File: src/rtl/multicycle_controller.sv
// Multi-cycle RV32I(+M) controller: sequences FETCH/DECODE/EXEC/MEM/WB with handshaked
// instruction/data memories, illegal-instruction and bus-timeout traps, and an optional
// multi-cycle multiply wait state.
// Ports:
//   clk, rst_n                  clock and asynchronous active-low reset
//   instr                       IR contents, valid from DECODE onward
//   imem_req/imem_ready         instruction fetch handshake
//   dmem_req/dmem_we/dmem_ready data access handshake (we: 1 store, 0 load)
//   branch_taken                comparator result, sampled in EXEC
//   ir_load, pc_write, pc_sel   IR/PC update strobes and PC source
//   reg_write, wb_sel           register write enable and write-back source
//   ALUsel, alu_a_sel,
//   alu_b_sel, signEx_sel       ALU operation, operand selects, immediate type
//   rd_sel, wr_sel, branchType  load type, store type, branch condition
//   mul_start                   one-cycle multiplier start pulse
//   trap, trap_cause, state     trap strobe, registered cause, FSM state for debug
module multicycle_controller #(
    parameter bit          EN_M    = 1'b1,
    parameter int unsigned MUL_LAT = 4,
    parameter int unsigned TIMEOUT = 255
) (
    input  logic        clk,
    input  logic        rst_n,
    input  logic [31:0] instr,
    output logic        imem_req,
    input  logic        imem_ready,
    output logic        dmem_req,
    output logic        dmem_we,
    input  logic        dmem_ready,
    input  logic        branch_taken,
    output logic        ir_load,
    output logic        pc_write,
    output logic [1:0]  pc_sel,
    output logic        reg_write,
    output logic [3:0]  ALUsel,
    output logic [2:0]  signEx_sel,
    output logic        alu_a_sel,
    output logic        alu_b_sel,
    output logic [1:0]  wb_sel,
    output logic [2:0]  rd_sel,
    output logic [1:0]  wr_sel,
    output logic [2:0]  branchType,
    output logic        mul_start,
    output logic        trap,
    output logic [1:0]  trap_cause,
    output logic [2:0]  state
);

    typedef enum logic [2:0] {
        StFetch  = 3'd0,
        StDecode = 3'd1,
        StExec   = 3'd2,
        StMem    = 3'd3,
        StWb     = 3'd4,
        StMulw   = 3'd5,
        StTrap   = 3'd6
    } state_e;

    typedef enum logic [3:0] {
        ClsAlu, ClsAluImm, ClsLui, ClsAuipc, ClsJal, ClsJalr, ClsBranch, ClsLoad, ClsStore, ClsMul
    } cls_e;

    localparam logic [6:0] OpLui    = 7'b0110111;
    localparam logic [6:0] OpAuipc  = 7'b0010111;
    localparam logic [6:0] OpJal    = 7'b1101111;
    localparam logic [6:0] OpJalr   = 7'b1100111;
    localparam logic [6:0] OpBranch = 7'b1100011;
    localparam logic [6:0] OpLoad   = 7'b0000011;
    localparam logic [6:0] OpStore  = 7'b0100011;
    localparam logic [6:0] OpImm    = 7'b0010011;
    localparam logic [6:0] OpReg    = 7'b0110011;

    localparam logic [7:0] WaitLast = 8'(TIMEOUT - 1);
    localparam logic [7:0] MulLast  = 8'(MUL_LAT - 1);

    state_e     state_q;
    logic [7:0] wait_q;
    logic [1:0] cause_q;

    logic [6:0] opcode;
    logic [2:0] funct3;
    logic [6:0] funct7;
    logic       unused_instr;
    cls_e       cls;
    logic       legal;
    logic       alt;
    logic [3:0] alu_op;
    logic [2:0] ld_type;
    logic [1:0] st_type;
    logic [2:0] br_type;

    assign opcode       = instr[6:0];
    assign funct3       = instr[14:12];
    assign funct7       = instr[31:25];
    assign unused_instr = ^{instr[24:15], instr[11:7]};

    // funct7[5] selects sub/sra, but only register ops use it for funct3=0 (addi has imm there)
    assign alt = funct7[5] && ((opcode == OpReg) || (funct3 == 3'd5));

    always_comb begin
        cls   = ClsAlu;
        legal = 1'b0;
        case (opcode)
            OpLui:    begin cls = ClsLui;    legal = 1'b1; end
            OpAuipc:  begin cls = ClsAuipc;  legal = 1'b1; end
            OpJal:    begin cls = ClsJal;    legal = 1'b1; end
            OpJalr:   begin cls = ClsJalr;   legal = (funct3 == 3'd0); end
            OpBranch: begin cls = ClsBranch; legal = (funct3 != 3'd2) && (funct3 != 3'd3); end
            OpLoad: begin
                cls   = ClsLoad;
                legal = (funct3 != 3'd3) && (funct3 != 3'd6) && (funct3 != 3'd7);
            end
            OpStore:  begin cls = ClsStore;  legal = (funct3 < 3'd3); end
            OpImm: begin
                cls = ClsAluImm;
                case (funct3)
                    3'd1:    legal = (funct7 == 7'b0000000);
                    3'd5:    legal = (funct7 == 7'b0000000) || (funct7 == 7'b0100000);
                    default: legal = 1'b1;
                endcase
            end
            OpReg: begin
                if (funct7 == 7'b0000001) begin
                    cls   = ClsMul;
                    legal = EN_M && !funct3[2];  // MUL..MULHU only; DIV/REM never
                end else if (funct7 == 7'b0000000) begin
                    legal = 1'b1;
                end else if (funct7 == 7'b0100000) begin
                    legal = (funct3 == 3'd0) || (funct3 == 3'd5);
                end
            end
            default: legal = 1'b0;
        endcase
    end

    always_comb begin
        alu_op  = 4'd0;
        ld_type = 3'd0;
        st_type = 2'd0;
        case (funct3)
            3'd0:    alu_op = alt ? 4'd1 : 4'd0;
            3'd1:    alu_op = 4'd2;
            3'd2:    alu_op = 4'd3;
            3'd3:    alu_op = 4'd4;
            3'd4:    alu_op = 4'd5;
            3'd5:    alu_op = alt ? 4'd7 : 4'd6;
            3'd6:    alu_op = 4'd8;
            default: alu_op = 4'd9;
        endcase
        case (funct3)
            3'd1:    ld_type = 3'd1;
            3'd2:    ld_type = 3'd2;
            3'd4:    ld_type = 3'd3;
            3'd5:    ld_type = 3'd4;
            default: ld_type = 3'd0;
        endcase
        case (funct3)
            3'd0:    st_type = 2'd1;
            3'd1:    st_type = 2'd2;
            default: st_type = 2'd0;
        endcase
    end

    // beq,bne map straight through; blt..bgeu (funct3 4..7) map to 2..5
    assign br_type = funct3[2] ? (funct3 - 3'd2) : funct3;

    always_ff @(posedge clk or negedge rst_n) begin
        if (!rst_n) begin
            state_q <= StFetch;
            wait_q  <= 8'd0;
            cause_q <= 2'd0;
        end else begin
            wait_q <= 8'd0;
            case (state_q)
                StFetch: begin
                    if (imem_ready) begin
                        state_q <= StDecode;
                    end else if (wait_q == WaitLast) begin
                        state_q <= StTrap;
                        cause_q <= 2'd2;
                    end else begin
                        wait_q <= wait_q + 8'd1;
                    end
                end
                StDecode: begin
                    if (legal) begin
                        state_q <= StExec;
                    end else begin
                        state_q <= StTrap;
                        cause_q <= 2'd1;
                    end
                end
                StExec: begin
                    case (cls)
                        ClsBranch:         state_q <= StFetch;
                        ClsLoad, ClsStore: state_q <= StMem;
                        ClsMul:            state_q <= StMulw;
                        default:           state_q <= StWb;
                    endcase
                end
                StMem: begin
                    if (dmem_ready) begin
                        state_q <= (cls == ClsStore) ? StFetch : StWb;
                    end else if (wait_q == WaitLast) begin
                        state_q <= StTrap;
                        cause_q <= 2'd2;
                    end else begin
                        wait_q <= wait_q + 8'd1;
                    end
                end
                StMulw: begin
                    if (wait_q == MulLast) begin
                        state_q <= StWb;
                    end else begin
                        wait_q <= wait_q + 8'd1;
                    end
                end
                default: state_q <= StFetch;
            endcase
        end
    end

    assign state      = state_q;
    assign trap_cause = cause_q;

    // Gated by rst_n so every strobe drops the moment reset asserts
    always_comb begin
        imem_req   = 1'b0;
        ir_load    = 1'b0;
        dmem_req   = 1'b0;
        dmem_we    = 1'b0;
        pc_write   = 1'b0;
        pc_sel     = 2'd0;
        reg_write  = 1'b0;
        ALUsel     = 4'd0;
        signEx_sel = 3'd0;
        alu_a_sel  = 1'b0;
        alu_b_sel  = 1'b0;
        wb_sel     = 2'd0;
        rd_sel     = 3'd0;
        wr_sel     = 2'd0;
        branchType = 3'd7;
        mul_start  = 1'b0;
        trap       = 1'b0;
        if (rst_n) begin
            case (state_q)
                StFetch: begin
                    imem_req = 1'b1;
                    ir_load  = imem_ready;
                end
                StExec: begin
                    case (cls)
                        ClsAlu:    ALUsel = alu_op;
                        ClsAluImm: begin ALUsel = alu_op; alu_b_sel = 1'b1; end
                        ClsLui:    begin ALUsel = 4'hA; alu_b_sel = 1'b1; signEx_sel = 3'd2; end
                        ClsAuipc: begin
                            alu_a_sel  = 1'b1;
                            alu_b_sel  = 1'b1;
                            signEx_sel = 3'd2;
                        end
                        ClsJal:    begin branchType = 3'd6; signEx_sel = 3'd3; end
                        ClsJalr:   begin branchType = 3'd6; alu_b_sel = 1'b1; end
                        ClsBranch: begin
                            branchType = br_type;
                            signEx_sel = 3'd1;
                            pc_write   = 1'b1;
                            pc_sel     = branch_taken ? 2'd1 : 2'd0;
                        end
                        ClsLoad:   alu_b_sel = 1'b1;
                        ClsStore:  begin alu_b_sel = 1'b1; signEx_sel = 3'd4; end
                        default:   mul_start = 1'b1;
                    endcase
                end
                StMem: begin
                    dmem_req = 1'b1;
                    if (cls == ClsStore) begin
                        dmem_we  = 1'b1;
                        wr_sel   = st_type;
                        pc_write = dmem_ready;
                    end else begin
                        rd_sel = ld_type;
                    end
                end
                StWb: begin
                    reg_write = 1'b1;
                    pc_write  = 1'b1;
                    case (cls)
                        ClsLoad: wb_sel = 2'd1;
                        ClsMul:  wb_sel = 2'd3;
                        ClsJal:  begin wb_sel = 2'd2; pc_sel = 2'd1; end
                        ClsJalr: begin wb_sel = 2'd2; pc_sel = 2'd2; end
                        default: wb_sel = 2'd0;
                    endcase
                end
                StTrap: begin
                    trap     = 1'b1;
                    pc_write = 1'b1;
                    pc_sel   = 2'd3;
                end
                default: ;
            endcase
        end
    end

endmodule

File: config.mk
export PLATFORM = sky130hd
export DESIGN_NAME = multicycle_controller
export DESIGN_NICKNAME = d
export VERILOG_FILES = /design/src/rtl/multicycle_controller.sv
export SDC_FILE = /design/constraint.sdc
export NUM_CORES = 1
export LEC_CHECK = 0
export ABC_AREA = 1
export CORE_UTILIZATION = 40
export CTS_BUF_LIST = sky130_fd_sc_hd__clkbuf_2
export DETAILED_ROUTE_END_ITERATION = 10
export PLACE_DENSITY_LB_ADDON = 0.3
export SYNTH_ARGS = -nofsm -noshare
export SYNTH_HDL_FRONTEND = slang
export SYNTH_SLANG_ARGS = --single-unit
export TNS_END_PERCENT = 10
File: constraint.sdc
create_clock -name clk -period 2 [get_ports clk]
set_input_delay 0.4 -clock clk [delete_from_list [all_inputs] [get_ports clk]]
set_output_delay 0.4 -clock clk [all_outputs]
set_load 0.01 [all_outputs]
==> impl_metrics.ini, run 1 <==
[clocking]
cts_buffer_depth = 2
numCtsBuffers = 3
cts_max_level = 1
cts_sinks = 13
cts_root_buf = clkbuf_2
clk_pin_slew_ns = 0.14
clock_latency_ns = 0.29
tritoncts = built

[detailed_routing]
wl_per_cell_um = 13.0
dr.pass1.iters = 5
vias = 2201
drc = 0
viasPerCell = 5.07
wirelength_mm = 5.63
drt_iter0_drc = 133
ant_nets = 0

[critical_path]
worstReg2RegEnd = trap_cause[1]
critPathLaunchType = flip-flop
endpoint = ALUsel[0]
r2r-start = state[1]
startpoint = state[1]
cp.required_ns = 1.60
crit_path_max_fanout = 4
r2r.worst_path.cells = 9
path_class = reg2out
arrival_ns = 1.73
rrSetupSlack_ns = 0.43
end_kind = primary output

[power]
vdd_ir_drop_max_v = 0.000471
power_density_mw_per_mm2 = 593
p_leak_nw = 1.45
power.total_mw = 1.67

[yosys]
ys_ff_latch = 13
ys_seq_area_share_pct = 21.2
synth_area_per_cell_sq_um = 6.08
syn-num-nets = 293
synthTopCellsByArea = dfrtp_1 (21%), nand2_1 (13%), nor2_1 (11%), inv_1 (8.1%), nand3_1 (5.9%)
synth_top_area_cell = dfrtp_1
synthesis.area_sq_mm = 0.00153
synth.distinct_cells = 32
yosysWarningCount = 0
synth_cells = 252
yosysTopAreaCellShare_pct = 21.2

[timing]
max_freq_ghz = 0.470
rsz0062_at_grt = yes
relSlewSlack_pct = 76.0
setup_ws_ns = -0.128
fin_tns_setup_ns = -0.875
fin_crit_sh_pct = 106
hold_ws_ns = 0.454
period_needed_ns = 2.13
skew_ns = 0.00487
finalHoldViolations = 0
tightest_slew_ns = 0.358
finalSetupViolCount = 17
drv_slew = 0

[cells_and_area]
final_cells = 434
area_delta_synth_final_pct = 84.5
final_core_util_pct = 77.2
fin_area_sq_mm = 0.00283
nets = 428
drive_gt1_share_pct = 51.8
diodes = 0

[global_routing]
grt_max_degree = 15
grt_pass1_wl_mm = 8.67
antenna_found_initial = 0
grt_util_all_layers_pct = 26.9
first_global_vias = 1983
gr-total-overflow = 0

[floorplan]
row_count = 22
start_util_pct = 41.8
die-width_um = 63.9
ios = 71
core-area_sq_mm = 0.00366
die_area_sq_mm = 0.00408
dieHeight_um = 63.9

[run_status]
violations = negative setup slack
status = complete, but fails checks

[place]
place_ws_ns = -0.879
gp_congestion = 0.900
io_buffers = 55
placed_cell_area_sq_mm = 0.00259
dp_cells = 415
dp_hpwl_mm = 3.94

[hold_path]
hold_path_class = in2async

[run]
cap_violations = 0
==> timing repair <==
action | CTS | global route
pin swaps | 13 | 22
setup buffers | 6 | 9
endpoints found under the setup margin | 29 | 28
resized for setup | 143 | 63
hold buffers | 0 | 0
==> flip-flops by register name, summed over array words and instances (netlist names) <==
register    cells
state           3
wait_q          8
trap_cause      2
==> synthesized netlist by cell type <==
library cell / instances
dfrtp_1: 13
o221ai_1: 1
nor3_2: 4
nand3b_1: 1
nor2_4: 5
ha_1: 4
nand4_1: 4
buf_4: 2
inv_4: 1
nand4_2: 3
inv_1: 33
nand3_2: 2
xnor2_1: 2
o21ai_0: 5
nand2_2: 3
nor3_1: 8
nand3_1: 18
a41oi_1: 1
nor2_2: 10
clkinv_2: 1
xor2_1: 2
a21oi_1: 11
a31oi_1: 2
inv_2: 12
o22ai_1: 1
o2111ai_1: 1
nor2_1: 44
nand2_1: 52
a31oi_2: 1
o31ai_1: 1
o21ai_1: 3
o211ai_1: 1
==> cell type report <==
type	instances	area (sq um)
Clock buffer	3	15.0
Clock inverter	1	5.00
Fill cell	271	836
Inverter	47	190
Multi-Input combinational cell	190	1200
Sequential cell	13	327
Tap cell	48	60.1
Timing Repair Buffer	132	1030
==> worst max-delay path: stages, from the launching register on <==
cell and delay, ns:
dfrtp_1 0.39, inv_2 0.05, nor2_4 0.10, inv_2 0.06, nor2_4 0.12, inv_4 0.05, nor2_4 0.17, nand4_4 0.16
a31oi_2 0.19, buf_2 0.16
==> per-layer routing <==
| layer | vias to the layer above | part of all wire [%] | global-route usage (%) |
|---|---|---|---|
| li1 | 1075 | - | - |
| met1 | 1030 | 43 | 35.1 |
| met2 | 86 | 50 | 47.2 |
| met3 | 10 | 5.3 | 3.57 |
| met4 | 0 | 1.4 | 4.83 |
| met5 | - | 0 | 0 |
==> how the worst min path moves through the flow <==
| stage | startpoint | to | cells after the start |
|---|---|---|---|
| 3_5_place_dp | trap_cause[0] | trap_cause[0] | 2 |
| 2_1_floorplan | rst_n | state[0] | 0 |
| 3_3_place_gp | trap_cause[0] | trap_cause[0] | 2 |
| 6_report | rst_n | wait_q[4] | 2 |
| 4_1_cts | rst_n | state[0] | 2 |
| 5_1_grt | rst_n | wait_q[4] | 2 |
==> logic make-up (layout without fill, tap and decap cells) <==
group           Yosys count  in the layout  share of synthesized area (%)
flops                    13             13                           21.2
fa+ha+maj                 4              4                           3.27
compound gates           28             28                           10.9
buf+inv                  49            183                           12.7
simple gates            154            154                           49.5
xor+xnor                  4              4                           2.29
==> cell usage in the layout (no fill, tap or decap), drive strengths merged <==
| cell type | n |
|---|---|
| buf | 103 |
| nor2 | 59 |
| nand2 | 55 |
| inv | 46 |
| nand3 | 20 |
| dfrtp | 13 |
| nor3 | 12 |
| a21oi | 11 |
| clkdlybuf4s50 | 9 |
| clkbuf | 8 |
| o21ai | 8 |
| dlymetal6s2s | 7 |
| nand4 | 7 |
| ha | 4 |
| dlygate4sd2 | 4 |
| clkdlybuf4s15 | 4 |
| a31oi | 3 |
| xor2 | 2 |
| clkinv | 2 |
| xnor2 | 2 |
| nand3b | 1 |
| o31ai | 1 |
| o221ai | 1 |
| a41oi | 1 |
| o22ai | 1 |
| o211ai | 1 |
| o2111ai | 1 |
==> report_power, final <==
part,leakage (nW),switching (mW),internal (mW)
Sequential,0.171,0.0626,0.329
Combinational,1.26,0.596,0.544
Clock,0.0164,0.0969,0.0452
Total,1.45,0.756,0.918
Note: power is estimated with default switching activity, not from simulation.
==> run 2, diff against run 1 <==
- ABC_CLOCK_PERIOD_IN_PS: not set -> 2000
- DONT_BUFFER_PORTS: not set -> 1
==> run 2 against run 1 <==
  * The run still ends with negative setup slack left
  * Die area unchanged
  * Non-clock buffer count shrank 119
  * Cell count decreased by 27%
  * Total power shrank 25%
  * Via count shrank 27%
  * Routed wire length down 30%
  * Largest cell class unchanged
  * Largest power group unchanged
==> impl_metrics.ini, run 2 (synthesis gave the netlist of run 1 again) <==
[timing]
fin_tns_setup_ns = -0.106
fin_crit_sh_pct = 101
tightest_slew_ns = 0.600
relSlewSlack_pct = 59.8
skew_ns = 0.00678
hold_ws_ns = 0.300
finalSetupViolCount = 6
finalHoldViolations = 0
drv_slew = 0
max_freq_ghz = 0.493
rsz0062_at_grt = yes
period_needed_ns = 2.03
setup_ws_ns = -0.0290

[detailed_routing]
vias = 1601
viasPerCell = 5.08
wirelength_mm = 3.93
wl_per_cell_um = 12.5
dr.pass1.iters = 4
ant_nets = 0
drt_iter0_drc = 84
drc = 0

[cells_and_area]
fillers = 407
fin_area_sq_mm = 0.00180
nets = 309
drive_gt1_share_pct = 29.6
regMostFlops = wait_q
layout_commonest_cell = nand2_1
final_cell_mix = nand2_1 (50), nor2_1 (36), inv_1 (33)
diodes = 0
largest_reg_flops = 8
area_delta_synth_final_pct = 17.8

[global_routing]
grt_pass1_wl_mm = 6.52
grt_max_degree = 14
grt_util_all_layers_pct = 19.9
gr-total-overflow = 0
antenna_found_initial = 0
first_global_vias = 1474

[critical_path]
path_class = reg2out
critPathLaunchType = flip-flop
crit_path_max_fanout = 4
cp.required_ns = 1.60
arrival_ns = 1.63
end_kind = primary output

[clocking]
cts_max_level = 1
tritoncts = built
clock_latency_ns = 0.28
cts_sinks = 13
numCtsBuffers = 3
cts_buffer_depth = 2
cts_root_buf = clkbuf_2
clk_pin_slew_ns = 0.13

[place]
gp_congestion = 0.850
placed_cell_area_sq_mm = 0.00164
dp_hpwl_mm = 3.17
io_buffers = 0
place_ws_ns = 0.0891

[run]
cap_violations = 0

[floorplan]
row_count = 22
ios = 71
start_util_pct = 41.8
die-width_um = 63.9
die_area_sq_mm = 0.00408
dieHeight_um = 63.9
core-area_sq_mm = 0.00366

[run_status]
status = complete, but fails checks
violations = negative setup slack

[power]
p_leak_nw = 0.800
power_density_mw_per_mm2 = 691
vdd_ir_drop_max_v = 0.000347

[hold_path]
hold_path_class = in2reg
-- run 2: changes by cell type in the layout (fill, tap and decap cells not counted), moves of 7 or more --
cell | previous run | this run
clkdlybuf4s50_1 | 9 | 0
buf_2 | 20 | 0
nand2_1 | 40 | 50
nand2_2 | 13 | 5
inv_1 | 24 | 33
dlymetal6s2s_1 | 7 | 0
buf_4 | 79 | 11
-- run 2: layer usage --
metal	global-route usage (%)	part of all wire (%)
met5	0	0
met4	3.41	0.36
met3	4.64	5.7
met2	32.7	46
met1	26.8	48
-- run 2: worst max-delay path, stage by stage (launching register included) --
cell and delay, ns:
dfrtp_2 0.48, nor2_2 0.10, inv_2 0.07, nor2_4 0.09, inv_2 0.06, nor2_4 0.16, buf_6 0.13, nand3_1 0.09
nor2_2 0.17
-- run 2: layout make-up --
class                           count  area [sq um]  share of cell area, %
Inverter                           47           180                   9.99
Timing Repair Buffer               13           104                   5.76
Clock buffer                        4          20.0                   1.11
Sequential cell                    13           328                   18.2
Tap cell                           48          60.1                   3.33
Multi-Input combinational cell    190          1110                   61.7
-- run 2: timing repair --
| item | CTS | global route |
|---|---|---|
| resized for setup | 14 | 13 |
| hold endpoints to repair | 13 | 0 |
| endpoints found under the setup margin | 18 | 24 |
| pin swaps | 4 | 2 |
| hold buffers | 1 | 0 |
| buffers inserted | 2 | 2 |
-- run 2: report_power, final --
part,total (mW),switching (mW),internal [mW],leakage [nW]
sequential,0.406,0.0751,0.331,0.169
clock,0.141,0.0883,0.0530,0.0166
combinational,0.700,0.459,0.241,0.613
total,1.25,0.622,0.625,0.800
-- run 2: through the flow --
step                      utilization [%]  power, mW  instances
final                                49.3       1.25        315
after global routing                 49.3       1.36        315
after CTS                            47.5       1.23        313
after detailed placement             44.7       1.04        306
after global placement               44.7       1.03        306
after floorplan                         -      0.890        252
-- run 2: final timing paths --
| kind | cells past startpoint | slack, ns | start | to |
|---|---|---|---|---|
| worst max-delay path | 8 | -0.03 | state[2] | alu_a_sel |
| worst min-delay path | 3 | 0.30 | dmem_ready | state[0] |
| worst max register to register | 9 | 0.46 | state[1] | trap_cause[0] |
| worst min register to register | 1 | 0.51 | wait_q[0] | wait_q[0] |
| max in group asynchronous | 1 | 1.03 | rst_n | state[0] |
| min in group asynchronous | 1 | 0.55 | rst_n | trap_cause[1] |
==> run 3, diff against run 2 <==
- CORE_UTILIZATION: 40 -> 62
==> run 3 against run 2 <==
  * The flow still finishes with violations (negative setup slack)
  * Die area fell by 34%
  * Routed wire length fell by 3.2%
  * Worst hold slack improved by 0.0089 ns
  * Clock skew rose by 0.0031 ns
  * Largest cell class unchanged
==> impl_metrics.ini, run 3 (synthesis gave the netlist of run 1 again) <==
[global_routing]
grt_util_all_layers_pct = 30.0
first_global_vias = 1466
antenna_found_initial = 0
grt_max_degree = 14
gr-total-overflow = 0
grt_pass1_wl_mm = 6.11

[clocking]
cts_buffer_depth = 2
cts_max_level = 1
tritoncts = built
numCtsBuffers = 3
cts_sinks = 13
clock_latency_ns = 0.28
clk_pin_slew_ns = 0.14
cts_root_buf = clkbuf_2

[power]
vdd_ir_drop_max_v = 0.000746
combPwrFrac_pct = 55.4
power_density_mw_per_mm2 = 716
clockPowerShare_pct = 11.7
power_switching_mw = 0.624
p_leak_nw = 0.778
switching_share_pct = 50.5
pwr-share-seq_pct = 32.9
intPower_mw = 0.612

[cells_and_area]
layout_commonest_cell = nand2_1
final_cell_mix = nand2_1 (52), nor2_1 (36), inv_1 (33)
regMostFlops = wait_q
fin_area_sq_mm = 0.00173
nets = 305
drive_gt1_share_pct = 27.8
largest_reg_flops = 8
final_cells = 291
area_delta_synth_final_pct = 12.8
diodes = 0

[critical_path]
r2r-start = state[1]
arrival_ns = 1.66
crit_path_max_fanout = 6
end_kind = primary output
startpoint = state[2]
path_class = reg2out
cp.required_ns = 1.60
critPathLaunchType = flip-flop

[detailed_routing]
ant_nets = 0
wirelength_mm = 3.81
drc = 0
drt_iter0_drc = 59
wl_per_cell_um = 13.1
vias = 1672
dr.pass1.iters = 5
viasPerCell = 5.75

[run_status]
status = complete, but fails checks
violations = negative setup slack

[floorplan]
ios = 71
die_area_sq_mm = 0.00267
start_util_pct = 67.3
row_count = 17
die-width_um = 51.7
dieHeight_um = 51.7
core-area_sq_mm = 0.00228

[place]
dp_hpwl_mm = 2.93
dp_cells = 284
gp_congestion = 0.899
io_buffers = 0
placed_cell_area_sq_mm = 0.00160

[timing]
hold_ws_ns = 0.309
finalSetupViolCount = 10
skew_ns = 0.00984
period_needed_ns = 2.06
relSlewSlack_pct = 61.2
drv_slew = 0
rsz0062_at_grt = yes
fin_crit_sh_pct = 103
max_freq_ghz = 0.485
finalHoldViolations = 0
setup_ws_ns = -0.0610
tightest_slew_ns = 0.580
fin_tns_setup_ns = -0.345

[run]
cap_violations = 0

[hold_path]
hold_path_startpoint = dmem_ready
hold_path_class = in2reg
## run 3: changes by cell type in the layout (fill, tap and decap cells not counted)
cell and delta:
nor2_2 +1, nor2_4 -1, buf_6 -1, nand2_1 +2, buf_4 -3, nand2_2 -2
nand3_4 -1, nand3_2 +1
## run 3: critical path, stage by stage, from the launching register on
cell	delay, ns
dfrtp_2	0.47
nor2_2	0.10
inv_2	0.07
nor2_4	0.09
inv_2	0.06
nor2_4	0.18
nand4_4	0.18
a31oi_4	0.22
## run 3: cell type report
| cell class | count | area [sq um] |
|---|---|---|
| Tap cell | 28 | 35.0 |
| Sequential cell | 13 | 328 |
| Inverter | 47 | 180 |
| Clock buffer | 4 | 20.0 |
| Fill cell | 194 | 548 |
| Multi-Input combinational cell | 190 | 1090 |
| Timing Repair Buffer | 9 | 70.1 |
## run 3: power groups by stage
stage / Clock, mW / Sequential (mW) / Combinational, mW
floorplan: 0 / 0.420 / 0.471
global placement: 0 / 0.404 / 0.614
global route: 0.156 / 0.414 / 0.764
finish: 0.145 / 0.407 / 0.684
CTS: 0.149 / 0.405 / 0.673
detailed placement: 0 / 0.409 / 0.625
## run 3: per-layer routing
layer  up-vias  track usage [%]  share of wire [%]
li1        828                -                  -
met1       757             41.0                 45
met2        81             49.1                 47
met3         6             5.26                7.1
met4         0             6.76                1.0
met5         -                0                  0
## run 3: final timing paths
kind / endpoint / slack (ns) / cells after the start
setup / recovery: ALUsel[0] / -0.06 / 7
hold / removal: state[0] / 0.31 / 3
setup reg to reg: trap_cause[1] / 0.48 / 9
hold reg to reg: wait_q[0] / 0.51 / 1
max in group asynchronous: state[0] / 1.05 / 1
min in group asynchronous: state[1] / 0.53 / 1
## run 3: per-stage QoR
| stage | power (mW) | setup slack, ns | utilization [%] |
|---|---|---|---|
| CTS | 1.23 | -0.0761 | 75.1 |
| detailed placement | 1.03 | 0.0711 | 70.1 |
| global route | 1.33 | -0.165 | 75.9 |
| floorplan | 0.890 | 0.239 | - |
| global placement | 1.02 | 0.111 | 70.1 |
| finish | 1.24 | -0.0610 | 75.9 |
## run 3: timing repair
action                                 CTS  global route
pin swaps                                3             2
setup endpoints to repair               15            23
buffers inserted                         2             0
hold buffers                             1             0
endpoints found under the hold margin   13             0
gates resized for setup                 16             6
